===== src/rtl/ifu_prefetch_pkg.sv =====
// ----------------------------------------------------------------------------
// ifu_prefetch_pkg
//   Shared definitions for the instruction prefetch unit: the NOP encoding
//   presented while no instruction is available, the default reset PC, the
//   fetch-unit state encoding and the layout of one buffered fetch entry.
// ----------------------------------------------------------------------------
package ifu_prefetch_pkg;

  // Canonical RISC-V NOP (addi x0, x0, 0).
  localparam logic [31:0] NOP_INST         = 32'h0000_0013;
  localparam logic [31:0] RESET_PC_DEFAULT = 32'h0000_0000;

  typedef enum logic {
    ST_BOOT = 1'b0,
    ST_RUN  = 1'b1
  } ifu_state_t;

  // One buffered instruction together with the address it was fetched from.
  typedef struct packed {
    logic [31:0] addr;
    logic [31:0] data;
  } fetch_entry_t;

  // Word-aligned version of a byte address.
  function automatic logic [31:0] word_align(input logic [31:0] a);
    return {a[31:2], 2'b00};
  endfunction

endpackage


===== src/rtl/ifu_fifo.sv =====
// ----------------------------------------------------------------------------
// ifu_fifo
//   Synchronous first-in/first-out buffer with parameterized width and depth
//   (depth must be a power of two). rdata always shows the head entry.
//   Flush empties the buffer and takes priority over push and pop.
//
// Ports:
//   clk    in   clock, rising edge
//   rst_n  in   asynchronous active-low reset (control state only)
//   flush  in   discard all entries
//   push   in   write wdata at the tail (ignored when full)
//   pop    in   drop the head entry (ignored when empty)
//   wdata  in   WIDTH  entry to write
//   rdata  out  WIDTH  head entry (undefined contents when empty)
//   empty  out  no entries stored
//   full   out  DEPTH entries stored
//   count  out  number of stored entries
// ----------------------------------------------------------------------------
module ifu_fifo #(
  parameter int WIDTH = 64,
  parameter int DEPTH = 2
) (
  input  logic                       clk,
  input  logic                       rst_n,
  input  logic                       flush,
  input  logic                       push,
  input  logic                       pop,
  input  logic [WIDTH-1:0]           wdata,
  output logic [WIDTH-1:0]           rdata,
  output logic                       empty,
  output logic                       full,
  output logic [$clog2(DEPTH+1)-1:0] count
);

  localparam int AW = (DEPTH > 1) ? $clog2(DEPTH) : 1;
  localparam int CW = $clog2(DEPTH + 1);

  logic [WIDTH-1:0] mem [DEPTH];
  logic [AW-1:0]    wr_ptr;
  logic [AW-1:0]    rd_ptr;
  logic [CW-1:0]    cnt;
  logic             do_push;
  logic             do_pop;

  assign empty   = (cnt == '0);
  assign full    = (cnt == CW'(DEPTH));
  assign do_push = push && !full;
  assign do_pop  = pop && !empty;
  assign rdata   = mem[rd_ptr];
  assign count   = cnt;

  // Pointers wrap naturally because DEPTH is a power of two.
  always_ff @(posedge clk or negedge rst_n) begin
    if (!rst_n) begin
      wr_ptr <= '0;
      rd_ptr <= '0;
      cnt    <= '0;
    end else if (flush) begin
      wr_ptr <= '0;
      rd_ptr <= '0;
      cnt    <= '0;
    end else begin
      if (do_push) wr_ptr <= wr_ptr + AW'(1);
      if (do_pop)  rd_ptr <= rd_ptr + AW'(1);
      cnt <= cnt + CW'(do_push) - CW'(do_pop);
    end
  end

  // Storage carries no reset; validity is tracked by cnt alone.
  always_ff @(posedge clk) begin
    if (do_push && !flush) mem[wr_ptr] <= wdata;
  end

endmodule


===== src/rtl/ifu_prefetch.sv =====
// ----------------------------------------------------------------------------
// ifu_prefetch
//   Instruction fetch unit feeding the if_id register. Owns the PC, issues
//   word fetches on a req/gnt/rsp bus with several requests in flight,
//   buffers in-order responses in a small FIFO and presents one instruction
//   plus its address per cycle. A jump from execute flushes the buffer and
//   discards every response still in flight.
//
//   Optional feature (define IFU_BYPASS_EN): when the buffer is empty a live
//   response is forwarded combinationally to inst_o in its arrival cycle;
//   if it is consumed (hold_i = 0) it is not written into the buffer.
//
// Ports:
//   clk           in   clock, rising edge
//   rst_n         in   asynchronous active-low reset
//   jump_en_i     in   redirect request from execute
//   jump_addr_i   in   32  redirect target (aligned down to a word)
//   hold_i        in   downstream stall; instruction not consumed
//   req_o         out  fetch request valid
//   req_addr_o    out  32  fetch address (word aligned)
//   req_ready_i   in   bus grant; accepted when req_o && req_ready_i
//   rsp_valid_i   in   response valid (in request order)
//   rsp_data_i    in   32  fetched instruction word
//   inst_o        out  32  instruction to if_id (NOP when none)
//   inst_addr_o   out  32  address of inst_o (0 when none)
//   inst_valid_o  out  inst_o holds a real instruction
// ----------------------------------------------------------------------------
module ifu_prefetch
  import ifu_prefetch_pkg::*;
#(
  parameter logic [31:0] RESET_PC        = RESET_PC_DEFAULT,
  parameter int          FIFO_DEPTH      = 2,
  parameter int          MAX_OUTSTANDING = 2
) (
  input  logic        clk,
  input  logic        rst_n,
  input  logic        jump_en_i,
  input  logic [31:0] jump_addr_i,
  input  logic        hold_i,
  output logic        req_o,
  output logic [31:0] req_addr_o,
  input  logic        req_ready_i,
  input  logic        rsp_valid_i,
  input  logic [31:0] rsp_data_i,
  output logic [31:0] inst_o,
  output logic [31:0] inst_addr_o,
  output logic        inst_valid_o
);

  localparam int FCW = $clog2(FIFO_DEPTH + 1);
  localparam int OCW = $clog2(MAX_OUTSTANDING + 1);

  ifu_state_t    state;
  logic [31:0]   pc;
  logic [31:0]   rsp_pc;
  logic [OCW-1:0] total_out;
  logic [OCW-1:0] drop_cnt;

  logic [FCW-1:0] fifo_cnt;
  logic           fifo_empty;
  logic           fifo_full;
  logic           fifo_push;
  logic           fifo_pop;
  fetch_entry_t   fifo_wdata;
  fetch_entry_t   fifo_rdata;

  logic           accept;
  logic           rsp_live;
  logic           bypass_show;
  logic           bypass_take;
  logic [31:0]    credits_used;

  // Buffer slots already claimed: stored entries plus live requests in
  // flight. Keeping this below FIFO_DEPTH means a push never meets a full
  // buffer, so no backpressure toward the bus is needed.
  assign credits_used = 32'(fifo_cnt) + 32'(total_out) - 32'(drop_cnt);

  assign req_o = (state == ST_RUN) && !jump_en_i
              && (credits_used < 32'(FIFO_DEPTH))
              && (32'(total_out) < 32'(MAX_OUTSTANDING));
  assign req_addr_o = pc;
  assign accept     = req_o && req_ready_i;

  // A response is live when it is neither owed to a pre-jump request nor
  // arriving in the cycle of a jump.
  assign rsp_live = rsp_valid_i && (drop_cnt == '0) && !jump_en_i;

`ifdef IFU_BYPASS_EN
  assign bypass_show = rsp_live && fifo_empty;
  assign bypass_take = bypass_show && !hold_i;
`else
  assign bypass_show = 1'b0;
  assign bypass_take = 1'b0;
`endif

  assign fifo_push  = rsp_live && !bypass_take;
  assign fifo_pop   = !fifo_empty && !hold_i && !jump_en_i;
  assign fifo_wdata = '{addr: rsp_pc, data: rsp_data_i};

  ifu_fifo #(
    .WIDTH ($bits(fetch_entry_t)),
    .DEPTH (FIFO_DEPTH)
  ) u_fifo (
    .clk   (clk),
    .rst_n (rst_n),
    .flush (jump_en_i),
    .push  (fifo_push),
    .pop   (fifo_pop),
    .wdata (fifo_wdata),
    .rdata (fifo_rdata),
    .empty (fifo_empty),
    .full  (fifo_full),
    .count (fifo_cnt)
  );

  always_comb begin
    inst_valid_o = 1'b0;
    inst_o       = NOP_INST;
    inst_addr_o  = 32'h0;
    if (!fifo_empty) begin
      inst_valid_o = 1'b1;
      inst_o       = fifo_rdata.data;
      inst_addr_o  = fifo_rdata.addr;
    end else if (bypass_show) begin
      inst_valid_o = 1'b1;
      inst_o       = rsp_data_i;
      inst_addr_o  = rsp_pc;
    end
  end

  // Control state: FSM, PCs and in-flight bookkeeping.
  always_ff @(posedge clk or negedge rst_n) begin
    if (!rst_n) begin
      state     <= ST_BOOT;
      pc        <= RESET_PC;
      rsp_pc    <= RESET_PC;
      total_out <= '0;
      drop_cnt  <= '0;
    end else begin
      state     <= ST_RUN;
      total_out <= total_out + OCW'(accept) - OCW'(rsp_valid_i);
      if (jump_en_i) begin
        // In BOOT nothing is in flight, so only the PCs change here.
        pc       <= word_align(jump_addr_i);
        rsp_pc   <= word_align(jump_addr_i);
        drop_cnt <= total_out - OCW'(rsp_valid_i);
      end else begin
        if (accept) pc <= pc + 32'd4;
        if (rsp_valid_i) begin
          if (drop_cnt != '0) drop_cnt <= drop_cnt - OCW'(1);
          else                rsp_pc   <= rsp_pc + 32'd4;
        end
      end
    end
  end

  // fifo_full is implied by the credit rule and needs no consumer here.
  logic unused_full;
  assign unused_full = fifo_full;

endmodule


===== config.mk =====
export PLATFORM = sky130hd
export DESIGN_NAME = ifu_prefetch
export DESIGN_NICKNAME = d
export VERILOG_FILES = /design/src/rtl/ifu_prefetch_pkg.sv /design/src/rtl/ifu_fifo.sv /design/src/rtl/ifu_prefetch.sv
export SDC_FILE = /design/constraint.sdc
export NUM_CORES = 1
export LEC_CHECK = 0
export ABC_AREA = 1
export CAP_MARGIN = 10
export CORE_MARGIN = 3
export CORE_UTILIZATION = 50
export DETAILED_ROUTE_END_ITERATION = 10
export PLACE_DENSITY = 0.79
export SETUP_SLACK_MARGIN = 0.15
export SLEW_MARGIN = 20
export SYNTH_ARGS = -nofsm -noshare
export SYNTH_HDL_FRONTEND = slang
export SYNTH_HIERARCHICAL = 1
export SYNTH_SLANG_ARGS = --single-unit
export TNS_END_PERCENT = 20

===== constraint.sdc =====
create_clock -name clk -period 8.4 [get_ports clk]
set_input_delay 1.68 -clock clk [delete_from_list [all_inputs] [get_ports clk]]
set_output_delay 1.68 -clock clk [all_outputs]
set_load 0.01 [all_outputs]

==> flow_summary.yaml, run 1 <==
run_status:
  status: "complete, no violations"
pwr:
  switching_power_uw: 822
  seqPwrFrac: 0.478
  swShare: 0.314
  p_int_uw: 1790
  power_density_nw_per_um2: 209
  ir_worst_vdd_mv: 0.151
  p_comb_frac: 0.221
  power_frac_clock: 0.300
  p_leak_uw: 0.00542
worst_setup_path:
  critical_path_buf_inv_count: 3
  crit_start: "u_fifo/rd_ptr"
  cp_cell_sequence: "buf_4 > clkinv_2 > nand2_1 > nand2_1 > or2_2 > clkdlybuf4s50_1"
  worst-setup-path-type: "register to output pin"
  crit_path_end_kind: "output pin"
  r2r_start: "drop_cnt[1]"
  crit_path_top_delay_cell: "clkinv_2"
  cp-start-kind: "register"
  cp_max_fo: 66
  cp_data_required_time_ns: 6.72
  crit_path_end: "inst_o[4]"
  r2r_cells: 8
  crit_cells: 6
  reg2reg_to: "u_fifo/mem[0][12]"
  r2r_slack_ns: 5.45
  cpPeakStageDelay_ns: 0.98
  cp_common_cell: "nand2_1"
  arrival_ns: 3.46
  crit_family: "buffers and inverters"
sta:
  min_period_over_period: 0.612
  finalCriticalPeriod_ns: 5.14
  setup_tns_ns: 0
  max_slew_margin: 0.350
  hold_viol: 0
  worstMarginPinSlew_ns: 0.973
  rsz0062_at_grt: "no"
  slew_violations: 0
  max_freq_mhz: 195
  finClkSkew_ns: 0.0135
  finalSetupViolCount: 0
global_routing:
  use_met2: 0.370
  busiest_layer: "met2"
  grt_max_degree: 70
  grt_antenna_before_repair: 0
  grt_pass1_wl_mm: 39.6
  met1_usage: 0.305
  use_met3: 0.0494
  track_usage: 0.226
  grt_overflow_total: 0
  grt_pass1_vias: 7973
clock_network:
  postCtsSetupBuffers: 0
  clock_path_buffers: 2
  clk-insertion-delay-late_ns: 0.43
  clock-sinks: 197
  cts_made_buffers: 17
  cts_root_buffer: "clkbuf_16"
  htreeDepth: 4
  cts.reportedPaths.clkPinSlew_ns: 0.07
  cts_tree: "yes"
  cts_resized: 0
  cts_hold_buffers: 0
cells_and_area:
  drive_above_1_share: 0.0514
  syn2layout_area_growth_pct: 23.8
  layout.nets: 1469
  layout.cells.most_common_list: "495 x nand2_1, 162 x clkdlybuf4s50_1, 160 x nor2_1"
  antenna_cells: 0
  final_common_cell: "nand2_1"
  design_area_um2: 12500
detailed_routing:
  vias: 8400
  routed_wl_mm: 24.7
  wl_per_cell_um: 14.8
  dr.first_iter.drc_count: 600
  ant_nets: 0
  route.detailed.drc: 0
  drt-pass1-iter-count: 5
  routed_via_density: 5.05
place:
  hpwl_mm: 17.3
  routabilityCongestion: 0.974
  io_buffers: 163
  placed_cell_area_um2: 11900
floorplanning:
  rows: 51
  die_w_um: 148
  start_util: 0.515
  coreArea_um2: 19700
  die_y_um: 148
  pin_count: 168
  dieArea_um2: 22000
synth:
  syn_inst: 1229
  yosysWarnings: 6
  postSynthAreaPerCell_um2: 8.23
  synthesis.area_um2: 10100
job:
  drv_cap: 0
worst_hold_path:
  hold_class: "register to register"
-- worst min path at each step --
stage / startpoint / end / slack (ns) / cells past startpoint
2_1_floorplan: rsp_pc[29] / u_fifo/mem[0][61] / 0.46 / 0
3_3_place_gp: rsp_pc[29] / u_fifo/mem[0][61] / 0.50 / 0
3_5_place_dp: rsp_pc[29] / u_fifo/mem[0][61] / 0.51 / 0
4_1_cts: rsp_pc[29] / u_fifo/mem[1][61] / 0.53 / 0
5_1_grt: rsp_pc[29] / u_fifo/mem[1][61] / 0.54 / 0
6_report: rsp_pc[29] / u_fifo/mem[1][61] / 0.53 / 0
-- power groups by stage --
| stage | Sequential (uW) | Clock [uW] | Combinational [uW] |
|---|---|---|---|
| floorplan | 1240 | 0 | 343 |
| global placement | 1260 | 0 | 561 |
| finish | 1250 | 786 | 580 |
| global route | 1260 | 835 | 654 |
| detailed placement | 1270 | 0 | 580 |
| CTS | 1250 | 801 | 584 |
-- final cells by class --
type / instances / area (um^2)
fill: 1657 / 7140
sequential: 197 / 5570
multi-input combinational: 862 / 3830
timing repair buffer: 170 / 1680
inverter: 139 / 526
clock buffer: 18 / 429
tap: 265 / 332
clock inverter: 14 / 148
-- through the flow --
| stage | hold slack, ns | power [uW] | setup WS [ns] | utilization | std cells |
|---|---|---|---|---|---|
| after floorplan | 0.464 | 1590 | 1.10 | - | 1234 |
| after global placement | 0.503 | 1820 | 3.39 | 0.608 | 1633 |
| after detailed placement | 0.515 | 1850 | 3.37 | 0.608 | 1633 |
| after CTS | 0.531 | 2630 | 3.37 | 0.637 | 1665 |
| after global routing | 0.538 | 2750 | 2.95 | 0.637 | 1665 |
| final | 0.527 | 2620 | 3.26 | 0.637 | 1665 |
-- registers in the layout, indices dropped and copies added, names as in the netlist --
signal / cells
total_out: 2
req_addr_o: 30
rsp_pc: 30
drop_cnt: 2
state: 1
u_fifo/wr_ptr: 1
u_fifo/rd_ptr: 1
u_fifo/mem: 128
u_fifo/count: 2
-- routing by layer --
layer | routed length [um] | up-vias
met5 | 0 | -
met4 | 484 | 0
met3 | 1960 | 34
met2 | 11700 | 319
met1 | 10500 | 3873
li1 | - | 4174
Power figures use the tool's default switching activity.
==> inputs of run 2 (changes only) <==
- clock period: 8.4 -> 5.2 ns (I/O delays scaled with it)
==> flow_summary.yaml, run 2 (synthesis gave the netlist of run 1 again) <==
clock_network:
  cts_root_buffer: "clkbuf_16"
  cts_tree: "yes"
  postCtsSetupBuffers: 0
  cts.reportedPaths.clkPinSlew_ns: 0.07
  clock-sinks: 197
  cts_made_buffers: 17
  clk-insertion-delay-late_ns: 0.43
  cts_hold_buffers: 0
  cts_resized: 0
  htreeDepth: 4
  clock_path_buffers: 2
cells_and_area:
  syn2layout_area_growth_pct: 24.1
  fillerInstances: 1672
  final_util: 0.638
  final_common_cell: "nand2_1"
  multi_input_area_um2: 3840
  regArea_um2: 5570
  design_area_um2: 12500
  largest_reg_flops: 128
  drive_above_1_share: 0.0515
  top_register: "u_fifo/mem"
  layout.nets: 1468
  antenna_cells: 0
  layout.cells.most_common_list: "495 x nand2_1, 161 x clkdlybuf4s50_1, 160 x nor2_1"
global_routing:
  track_usage: 0.225
  use_met2: 0.370
  grt_overflow_total: 0
  grt_antenna_before_repair: 0
  grt_pass1_vias: 7980
  grt_max_degree: 66
  use_met3: 0.0414
  met1_usage: 0.302
  busiest_layer: "met2"
  grt_pass1_wl_mm: 39.4
worst_setup_path:
  worst-setup-path-type: "register to output pin"
  cp_cell_sequence: "fa_1 > fa_1 > nor2_1 > nand3_1 > nor2_2 > nand2_1 > inv_1 > clkdlybuf4s50_1"
  crit_family: "adder cells"
  cp-start-kind: "register"
  crit_path_end_kind: "output pin"
  crit_path_top_delay_cell: "fa_1"
  cp_max_fo: 4
  arrival_ns: 2.91
  cpPeakStageDelay_ns: 0.55
  critical_path_buf_inv_count: 2
  cp_common_cell: "fa_1"
  cp_data_required_time_ns: 4.16
detailed_routing:
  wl_per_cell_um: 14.7
  ant_nets: 0
  dr.first_iter.drc_count: 622
  routed_via_density: 5.01
  drt-pass1-iter-count: 5
  vias: 8342
  routed_wl_mm: 24.5
  route.detailed.drc: 0
place:
  hpwl_mm: 17.3
  placed_cell_area_um2: 11900
  io_buffers: 163
  routabilityCongestion: 0.921
sta:
  slew_violations: 0
  rsz0062_at_grt: "no"
  finalCriticalPeriod_ns: 3.95
  whs_ns: 0.541
  finClkSkew_ns: 0.00797
  worstMarginPinSlew_ns: 1.02
  finalSetupViolCount: 0
  max_slew_margin: 0.318
  max_freq_mhz: 253
  setup_tns_ns: 0
  hold_viol: 0
  min_period_over_period: 0.760
pwr:
  power_uw: 4270
  p_leak_uw: 0.00544
  ir_worst_vdd_mv: 0.273
  power_density_nw_per_um2: 341
floorplanning:
  pin_count: 168
  coreArea_um2: 19700
  die_y_um: 148
  die_w_um: 148
  start_util: 0.515
  dieArea_um2: 22000
  rows: 51
job:
  drv_cap: 0
run_status:
  status: "complete, no violations"
worst_hold_path:
  hold_class: "register to register"
[run 2: cell types whose count changed in the layout (fill, tap and decap cells not counted), sizes merged]
cell,before,now
bufinv,0,1
inv,146,147
clkinv,7,6
clkbuf,18,17
clkdlybuf4s50,162,161
[run 2: where the power goes]
group,internal [uW],switching [uW]
Combinational,418,516
Sequential,1840,183
Clock,692,627
Total,2950,1330
[run 2: final timing paths]
check,endpoint,depth (start not counted),from,slack [ns]
worst max-delay path,req_o,8,total_out[1],1.25
worst min-delay path,total_out[0],1,total_out[0],0.54
worst max register to register,u_fifo/count[0],12,u_fifo/count[1],2.43
worst min register to register,total_out[0],1,total_out[0],0.54
max in group asynchronous,u_fifo/rd_ptr,2,rst_n,3.56
min in group asynchronous,req_addr_o[22],1,rst_n,0.58
[run 2: per-stage QoR]
| stage | setup slack, ns | instances |
|---|---|---|
| global placement | 1.57 | 1632 |
| finish | 1.25 | 1664 |
| detailed placement | 1.54 | 1632 |
| CTS | 1.22 | 1664 |
| global route | 1.09 | 1664 |
| floorplan | 0.283 | 1234 |
[run 2: per-layer routing]
layer  wire [um]  part of all wire
met1       10800              0.44
met2       11400              0.47
met3        1780             0.073
met4         563             0.023
met5           0                 0
[run 2: final cells by class]
class,instances,share of cell area
well taps,265,0.0264
flip-flops and latches,197,0.444
inverters,139,0.0419
clock inverters,15,0.0140
multi-input cells,862,0.306
clock buffers,17,0.0339
repair buffers,169,0.134
